==> src/rtl/dmem_access_unit_pkg.sv <==
// Shared types for the dmem load/store front end: access sizes, FSM state encoding
// and the alignment rule used at request accept.
package dmem_access_unit_pkg;

  typedef enum logic [1:0] {
    MEM_B    = 2'b00,
    MEM_H    = 2'b01,
    MEM_W    = 2'b10,
    MEM_RSVD = 2'b11
  } mem_size_e;

  typedef logic [1:0] dau_state_e;

  localparam dau_state_e IDLE   = 2'd0;
  localparam dau_state_e ACCESS = 2'd1;
  localparam dau_state_e WRITE  = 2'd2;
  localparam dau_state_e RESP   = 2'd3;

  function automatic logic size_misaligned(input logic [1:0] size, input logic [1:0] off);
    logic bad;
    bad = 1'b0;
    case (size)
      MEM_B:   bad = 1'b0;
      MEM_H:   bad = off[0];
      MEM_W:   bad = |off;
      default: bad = 1'b1;
    endcase
    return bad;
  endfunction

endpackage

==> src/rtl/dmem_access_unit_mem_lane_align.sv <==
// Lane steering between a 32-bit dmem word and byte/half/word accesses:
// load extraction with sign/zero extension and read-modify-write merge for stores.
module mem_lane_align
  import dmem_access_unit_pkg::*;
(
  input  logic [31:0] rdata,
  input  logic [31:0] wdata,
  input  logic [1:0]  off,
  input  logic [1:0]  size,
  input  logic        sign_ext,
  output logic [31:0] ext_data,
  output logic [31:0] merged_data
);

  logic [4:0]  sh;
  logic [31:0] shifted;
  logic [31:0] wshift;
  logic [31:0] mask;

  always_comb begin
    sh       = {off, 3'b000};
    shifted  = rdata >> sh;
    wshift   = wdata << sh;
    ext_data = rdata;
    mask     = 32'hFFFF_FFFF;
    case (size)
      MEM_B: begin
        ext_data = {{24{sign_ext & shifted[7]}}, shifted[7:0]};
        mask     = 32'h0000_00FF << sh;
      end
      MEM_H: begin
        // half offsets are only ever 0 or 2 here, so the byte shift lands on a half lane
        ext_data = {{16{sign_ext & shifted[15]}}, shifted[15:0]};
        mask     = 32'h0000_FFFF << sh;
      end
      default: begin
        ext_data = rdata;
        mask     = 32'hFFFF_FFFF;
      end
    endcase
    merged_data = (rdata & ~mask) | (wshift & mask);
  end

endmodule

==> src/rtl/dmem_access_unit.sv <==
// Load/store front end for the word-only dmem: request handshake, error check,
// lane extraction and read-modify-write for sub-word stores.
//
//  state  | meaning
//  IDLE   | req_ready high, waiting for a request
//  ACCESS | mem_addr valid; load data captured, word store written, or merge word built
//  WRITE  | merged word written back for a sub-word store
//  RESP   | resp_valid pulse, then back to IDLE
module dmem_access_unit
  import dmem_access_unit_pkg::*;
#(
  parameter int unsigned DEPTH_WORDS = 64
) (
  input  logic        clk,
  input  logic        reset,
  input  logic        req_valid,
  output logic        req_ready,
  input  logic        req_we,
  input  logic [1:0]  req_size,
  input  logic        req_signed,
  input  logic [31:0] req_addr,
  input  logic [31:0] req_wdata,
  output logic        resp_valid,
  output logic        resp_err,
  output logic [31:0] resp_rdata,
  output logic        mem_we,
  output logic [31:0] mem_addr,
  output logic [31:0] mem_wdata,
  input  logic [31:0] mem_rdata
);

  dau_state_e  state_q, state_d;
  logic        we_q, we_d;
  logic [1:0]  size_q, size_d;
  logic        sign_q, sign_d;
  logic [1:0]  off_q, off_d;
  logic [31:0] wdata_q, wdata_d;
  logic [31:0] mem_addr_q, mem_addr_d;
  logic [31:0] mem_wdata_q, mem_wdata_d;
  logic        resp_err_q, resp_err_d;
  logic [31:0] resp_rdata_q, resp_rdata_d;

  logic        accept;
  logic        req_err;
  logic [31:0] ext_data;
  logic [31:0] merged_data;

  mem_lane_align u_align (
    .rdata       (mem_rdata),
    .wdata       (wdata_q),
    .off         (off_q),
    .size        (size_q),
    .sign_ext    (sign_q),
    .ext_data    (ext_data),
    .merged_data (merged_data)
  );

  assign req_ready = (state_q == IDLE) && !reset;
  assign accept    = req_valid && req_ready;
  assign req_err   = size_misaligned(req_size, req_addr[1:0]) ||
                     ({2'b00, req_addr[31:2]} >= DEPTH_WORDS);

  always_comb begin
    state_d      = state_q;
    we_d         = we_q;
    size_d       = size_q;
    sign_d       = sign_q;
    off_d        = off_q;
    wdata_d      = wdata_q;
    mem_addr_d   = mem_addr_q;
    mem_wdata_d  = mem_wdata_q;
    resp_err_d   = resp_err_q;
    resp_rdata_d = resp_rdata_q;
    case (state_q)
      IDLE: begin
        if (accept) begin
          we_d    = req_we;
          size_d  = req_size;
          sign_d  = req_signed;
          off_d   = req_addr[1:0];
          wdata_d = req_wdata;
          if (req_err) begin
            resp_err_d   = 1'b1;
            resp_rdata_d = 32'h0;
            state_d      = RESP;
          end else begin
            mem_addr_d = {req_addr[31:2], 2'b00};
            if (req_we && (req_size == MEM_W)) mem_wdata_d = req_wdata;
            state_d = ACCESS;
          end
        end
      end
      ACCESS: begin
        resp_err_d = 1'b0;
        if (!we_q) begin
          resp_rdata_d = ext_data;
          state_d      = RESP;
        end else if (size_q == MEM_W) begin
          resp_rdata_d = 32'h0;
          state_d      = RESP;
        end else begin
          mem_wdata_d = merged_data;
          state_d     = WRITE;
        end
      end
      WRITE: begin
        resp_err_d   = 1'b0;
        resp_rdata_d = 32'h0;
        state_d      = RESP;
      end
      default: state_d = IDLE;
    endcase
  end

  always_ff @(posedge clk) begin
    if (reset) begin
      state_q      <= IDLE;
      we_q         <= 1'b0;
      size_q       <= 2'b00;
      sign_q       <= 1'b0;
      off_q        <= 2'b00;
      wdata_q      <= 32'h0;
      mem_addr_q   <= 32'h0;
      mem_wdata_q  <= 32'h0;
      resp_err_q   <= 1'b0;
      resp_rdata_q <= 32'h0;
    end else begin
      state_q      <= state_d;
      we_q         <= we_d;
      size_q       <= size_d;
      sign_q       <= sign_d;
      off_q        <= off_d;
      wdata_q      <= wdata_d;
      mem_addr_q   <= mem_addr_d;
      mem_wdata_q  <= mem_wdata_d;
      resp_err_q   <= resp_err_d;
      resp_rdata_q <= resp_rdata_d;
    end
  end

  // reset gates the write strobe combinationally so a reset edge can never commit a partial store
  assign mem_we = !reset &&
                  (((state_q == ACCESS) && we_q && (size_q == MEM_W)) || (state_q == WRITE));

  assign resp_valid = (state_q == RESP);
  assign resp_err   = resp_err_q;
  assign resp_rdata = resp_rdata_q;
  assign mem_addr   = mem_addr_q;
  assign mem_wdata  = mem_wdata_q;

endmodule

==> config.mk <==
export PLATFORM = sky130hd
export DESIGN_NAME = dmem_access_unit
export DESIGN_NICKNAME = d
export VERILOG_FILES = /design/src/rtl/dmem_access_unit_pkg.sv /design/src/rtl/dmem_access_unit_mem_lane_align.sv /design/src/rtl/dmem_access_unit.sv
export SDC_FILE = /design/constraint.sdc
export NUM_CORES = 1
export LEC_CHECK = 0
export CAP_MARGIN = 20
export CORE_MARGIN = 4
export CORE_UTILIZATION = 45
export CTS_CLUSTER_DIAMETER = 60
export DETAILED_ROUTE_END_ITERATION = 8
export MAX_ROUTING_LAYER = met4
export PLACE_DENSITY_LB_ADDON = 0.1
export SYNTH_ARGS = -nofsm -noshare
export SYNTH_HDL_FRONTEND = slang
export SYNTH_SLANG_ARGS = --single-unit
export TNS_END_PERCENT = 50
==> constraint.sdc <==
create_clock -name clk -period 5.95 [get_ports clk]
set_input_delay 1.19 -clock clk [delete_from_list [all_inputs] [get_ports clk]]
set_output_delay 1.19 -clock clk [all_outputs]
set_load 0.1 [all_outputs]
-- Word level (Yosys, flattened, before mapping)
Index checks and enable logic that the tools add are counted.
- bits in registers: 135
- output and inout bits: 100
- eq/ne operators: 14
- mux-type cells: 22
- order comparisons: 1
- reduce and logical (&&, ||, !) cells: 22
- bitwise logic cells: 7
- shift-type cells: 4
- operator list (cell ; number):
    $mux 32 ; 9
    $pmux 32 s2 ; 3
    $pmux 32 s3 ; 1
    $and 32x32->32 ; 2
    $not 32->32 ; 1
    $or 32x32->32 ; 1
    $shl 16x5->32 const A ; 1
    $shl 32x5->32 ; 1
    $shl 8x5->32 const A ; 1
    $shr 32x5->16 ; 1
    $ge 30x7->1 const B ; 1
    $ne 2x2->1 const B ; 5
    $eq 2x2->1 const B ; 4
    $eq 2x1->1 const B ; 3
    $logic_and 1x1->1 ; 6
    $logic_not 2->1 ; 3
    $pmux 2 s3 ; 1
    $reduce_and 3->1 ; 2
    $reduce_and 6->1 ; 1
    $mux 1 ; 4
    $mux 2 ; 2
    $reduce_and 4->1 ; 1
    $reduce_bool 2->1 ; 2
    $reduce_or 2->1 ; 2
    other kinds (10) ; 12

-- Longest topological paths before layout
- depth in word-level cells: 8
- mapped depth: 10
- mapped depth without buffers: 7

-- Modules after synthesis
Synthesis repeated with hierarchy kept, for this count alone.
- cells, all modules: 799
- area, all modules: 7133.1 um^2
- modules (own cells, without submodules) (module ; cells each ; area each (um^2) ; instances):
    dmem_access_unit ; 543 ; 5471.5 ; 1
    mem_lane_align ; 256 ; 1661.6 ; 1

-- Least setup slack after synthesis
No wires, ideal clock.
- path kind: input -> register
- start: input port reset
- end: register mem_addr_q[10] (netlist: mem_addr[10])
- path slack: 1.709 ns
- data required time: 5.832 ns
- stages: 7
- data arrival time: 4.123 ns
- path through: buf_2 nor2b_1 nand2_1 nor3_4 nor2_1 clkbuf_1 and2_1
- cells in the longest elaborated chain, start to end: 4
- ends and longest elaborated chain (what ; line ; text):
    start: declaration ; dmem_access_unit.sv:15 ; input logic reset,
    $logic_not 1->1 ; dmem_access_unit.sv:58 ; assign req_ready = (state_q == IDLE) && !reset;
    $logic_and 1x1->1 ; dmem_access_unit.sv:58 ;
    net req_ready ; dmem_access_unit.sv:17 ; output logic req_ready,
    $logic_and 1x1->1 ; dmem_access_unit.sv:59 ; assign accept = req_valid && req_ready;
    $reduce_and 3->1 (no line) ; -- ;
    end signal: assignment ; dmem_access_unit.sv:134 ; mem_addr_q <= mem_addr_d;
    end: declaration ; dmem_access_unit.sv:38 ; logic [31:0] mem_addr_q, mem_addr_d;
The timed path passes the listed nets, and every way through them passes these cells.
A chain may end at the register's enable or synchronous reset.

-- Worst setup path after layout
- start: register size_q[1]
- end: output port mem_we
- cells in the longest elaborated chain, start to end: 4
- ends and longest elaborated chain (what ; line ; text):
    start: declaration ; dmem_access_unit.sv:34 ; logic [1:0] size_q, size_d;
    start signal: assignment ; dmem_access_unit.sv:130 ; size_q <= size_d;
    $eq 2x2->1 ; dmem_access_unit.sv:143 ; (((state_q == ACCESS) && we_q && (size_q == MEM_W)) || (state_q == WRITE));
    $logic_and 1x1->1 ; dmem_access_unit.sv:143 ;
    $logic_or 1x1->1 ; dmem_access_unit.sv:143 ;
    $logic_and 1x1->1 ; dmem_access_unit.sv:142 ; assign mem_we = !reset &&
    end: declaration ; dmem_access_unit.sv:26 ; output logic mem_we,
Every way passes these cells.

==> impl_metrics.env <==
export IMPL_netlist_cell_type_count=60
export IMPL_cts_resized_gates=0
export IMPL_synthCells=808
export IMPL_wl_met3_mm=1.817
export IMPL_row_count=45
export IMPL_wl_met1_mm=9.769
export IMPL_gp_routability_congestion=0.9106
export IMPL_synth_edf_count=0
export IMPL_hold_path_class="reg2reg"
export IMPL_ys_flop_type="dfxtp_1"
export IMPL_wl_met2_mm=10.82
export IMPL_endpoint_kind="primary output"
export IMPL_cts_buffers=17
export IMPL_vias_per_cell=5.827
export IMPL_synth_area_leader_cell="dfxtp_1"
export IMPL_cts_max_level=4
export IMPL_cts_clk_slew_worst_paths_ns=0.06
export IMPL_yosysSeqAreaShare=0.3890
export IMPL_root_buffer="clkbuf_16"
export IMPL_endpoint="mem_we"
export IMPL_syn2layout_area_growth_pct=37.55
export IMPL_clockBufferDepth=2
export IMPL_ir_drop_mv=0.5585
export IMPL_leakage_nw=3.580
export IMPL_core_area_mm2=0.01515
export IMPL_dp_hpwl_mm=16.44
export IMPL_top_layer="met4"
export IMPL_slew_violations=0
export IMPL_synthAdderAreaFrac=0.009006
export IMPL_status="completed"
export IMPL_worstMarginPinSlew_ns=1.017
export IMPL_yosys_top_cells_area="dfxtp_1 (39%), mux2i_1 (9.4%), nand2_1 (6.4%), o211ai_1 (3.5%), mux4_2 (2.9%)"
export IMPL_ctsHoldBuffers=0
export IMPL_setup_violations=0
export IMPL_avgSynthCellArea_um2=8.597
export IMPL_synth_xor_area_frac=0
export IMPL_io_buffers=200
export IMPL_clk_latency_ns=0.43
export IMPL_drc=0
export IMPL_routedWlPerCell_um=19.63
export IMPL_drtPass1Iterations=5
export IMPL_r2r_slack_ns=2.75
export IMPL_setup_ws_ns=1.988
export IMPL_floorplan_initialDensity=0.4587
export IMPL_slowest_stage="clkdlybuf4s50_1"
export IMPL_timing_rr_start="state_q[0]"
export IMPL_grt_pass1_wl_mm=35.91
export IMPL_layout_nets=1073
export IMPL_rsz0062_at_grt="no"
export IMPL_clock_sinks=135
export IMPL_cp_cell_sequence="buf_4, nor2b_1, a31oi_1, nor2_1, clkdlybuf4s50_1"
export IMPL_n_fill_cell=1293
export IMPL_ant_nets=0
export IMPL_path_max_fanout=38
export IMPL_drtIter0Drc=598
export IMPL_ios=203
export IMPL_hold_viol=0
export IMPL_synthArstFlopShare=0
export IMPL_fin_skew_ns=0.007800
export IMPL_slew_headroom=0.3222
export IMPL_grt_pass1_vias=6803
export IMPL_r2r_end="resp_rdata[14]"
export IMPL_vias=6794
export IMPL_synth_simple_gate_area_frac=0.1783
export IMPL_grt_ovfl_total=0
export IMPL_antenna_found_initial=0
export IMPL_synth_compound_area_frac=0.2278
export IMPL_final_cells=1166
export IMPL_cp_start_kind="register"
export IMPL_synth_top_area_frac=0.3890
export IMPL_grt_usage=0.2617
export IMPL_required_ns=4.76
export IMPL_fmax_ghz=0.2524
export IMPL_netlist_area_mm2=0.006947
export IMPL_wl_mm=22.89
export IMPL_place_inst=1133
export IMPL_cts_tree="done"
export IMPL_period_needed_ns=3.962
export IMPL_dieHeight_um=132.2
export IMPL_diodes=0
export IMPL_die_area_mm2=0.01749
export IMPL_die_x_um=132.2
export IMPL_cts_setup_buffers=0
export IMPL_critPathArrivalTime_ns=2.77
export IMPL_max_stage_delay_ns=1.16
export IMPL_finalSetupTns_ns=0
export IMPL_grt_max_degree=90
export IMPL_critPathKind="reg2out"
export IMPL_finalCritPeriodShare=0.6659
export IMPL_maxCapViolations=0
export IMPL_crit_path_start="size_q[1]"
export IMPL_ff2ff_path_depth=8
export IMPL_pre_cts_ws_ns=1.988
export IMPL_yosys_warnings=0
export IMPL_synthMuxAreaShare=0.1326
export IMPL_synth_seq_cells=135
export IMPL_drive_gt1_frac=0.08793
export IMPL_power_density_mw_per_mm2=502.7
export IMPL_synth_top_family_by_area="compound AO/OA/AOI/OAI gates"
## cells in the mapped netlist (12+ instances only)
library cell / instances
dfxtp_1: 135
nand2_1: 118
mux2i_1: 65
nor2_1: 49
clkbuf_1: 44
o21ai_0: 39
a21oi_1: 34
o211ai_1: 32
and2_1: 25
inv_1: 20
buf_2: 18
nand3_1: 18
nor2b_1: 17
o22ai_1: 16
a31o_2: 14
nor4_1: 14
o31ai_1: 12
## metal layers
layer  track usage  vias to the layer above
met2        0.4099                      309
met5             -                        -
met4       0.09238                        0
li1              -                     3232
met1        0.3313                     3214
met3       0.06374                       39
## worst max-delay path: cells and delay by family, from the launching register on
kind / cells / cell delay [ns]
buffers and inverters: 2 / 1.52
DFF: 1 / 0.30
and+or+nand+nor: 2 / 0.38
AOI/OAI and AO/OA: 1 / 0.14
## cells by family (layout without fill, tap and decap cells)
kind of cell / after synthesis / count (layout)
AO/OA/AOI/OAI: 224 / 224
adder cells (fa/ha/maj): 5 / 5
buffers and inverters: 98 / 267
flip-flops: 135 / 135
multiplexers: 80 / 80
other: 1 / 2
AND/OR/NAND/NOR: 265 / 265
## final cells by class
class	instances	area, um2	share of cell area
clock inverters	14	175.2	0.01833
flip-flops and latches	135	2705	0.2831
clock buffers	18	439.2	0.04596
inverters	23	86.33	0.009035
repair buffers	212	2087	0.2184
multi-input cells	576	3827	0.4006
well taps	188	235.2	0.02462
## cell usage in the layout, fill, tap and decap left out, drive strengths merged, types with 9 or more instances in the layout
cell type        n
clkdlybuf4s50  199
dfxtp          135
nand2          118
mux2i           65
nor2            50
o21ai           42
a21oi           34
o211ai          33
and2            25
inv             23
nand3           18
clkbuf          18
nor2b           17
o22ai           16
a31o            15
nor4            14
o31ai           13
buf             13
a211o           11
o21a            10
mux4             9
and3             9
## sequential cells by signal (all words and copies together) (netlist names)
register    cells
size_q          2
mem_addr       30
sign_q          1
resp_err        1
off_q           2
we_q            1
resp_rdata     32
mem_wdata      32
state_q         2
wdata_q        32
## worst min path at each step
stage	start	to	slack [ns]	cells past startpoint
final	mem_addr[24]	mem_addr[24]	0.46	1
after global routing	mem_addr[26]	mem_addr[26]	0.47	1
after CTS	wdata_q[31]	wdata_q[31]	0.46	2
after detailed placement	mem_addr[13]	mem_addr[13]	0.44	1
after floorplan	wdata_q[31]	wdata_q[31]	0.43	2
after global placement	mem_addr[28]	mem_addr[28]	0.44	1
## where the power goes
part           internal [W]  switching [W]  total (W)  leakage (nW)
clock network      0.000673       0.000422    0.00109         0.293
registers           0.00109       0.000156    0.00125          1.10
logic              0.000700        0.00176    0.00246          2.19
## stage by stage
| stage | instance area [um2] | utilization | total power, W | hold WS [ns] |
|---|---|---|---|---|
| after floorplan | 6950 | - | 0.003108 | 0.4311 |
| after global placement | 8934 | 0.5898 | 0.003662 | 0.4415 |
| after detailed placement | 8934 | 0.5898 | 0.003701 | 0.4449 |
| after global routing | 9555 | 0.6309 | 0.004989 | 0.4706 |
| final | 9555 | 0.6309 | 0.004804 | 0.4566 |
| after CTS | 9548 | 0.6304 | 0.004799 | 0.4582 |
Note: power is estimated with default switching activity, not from simulation.
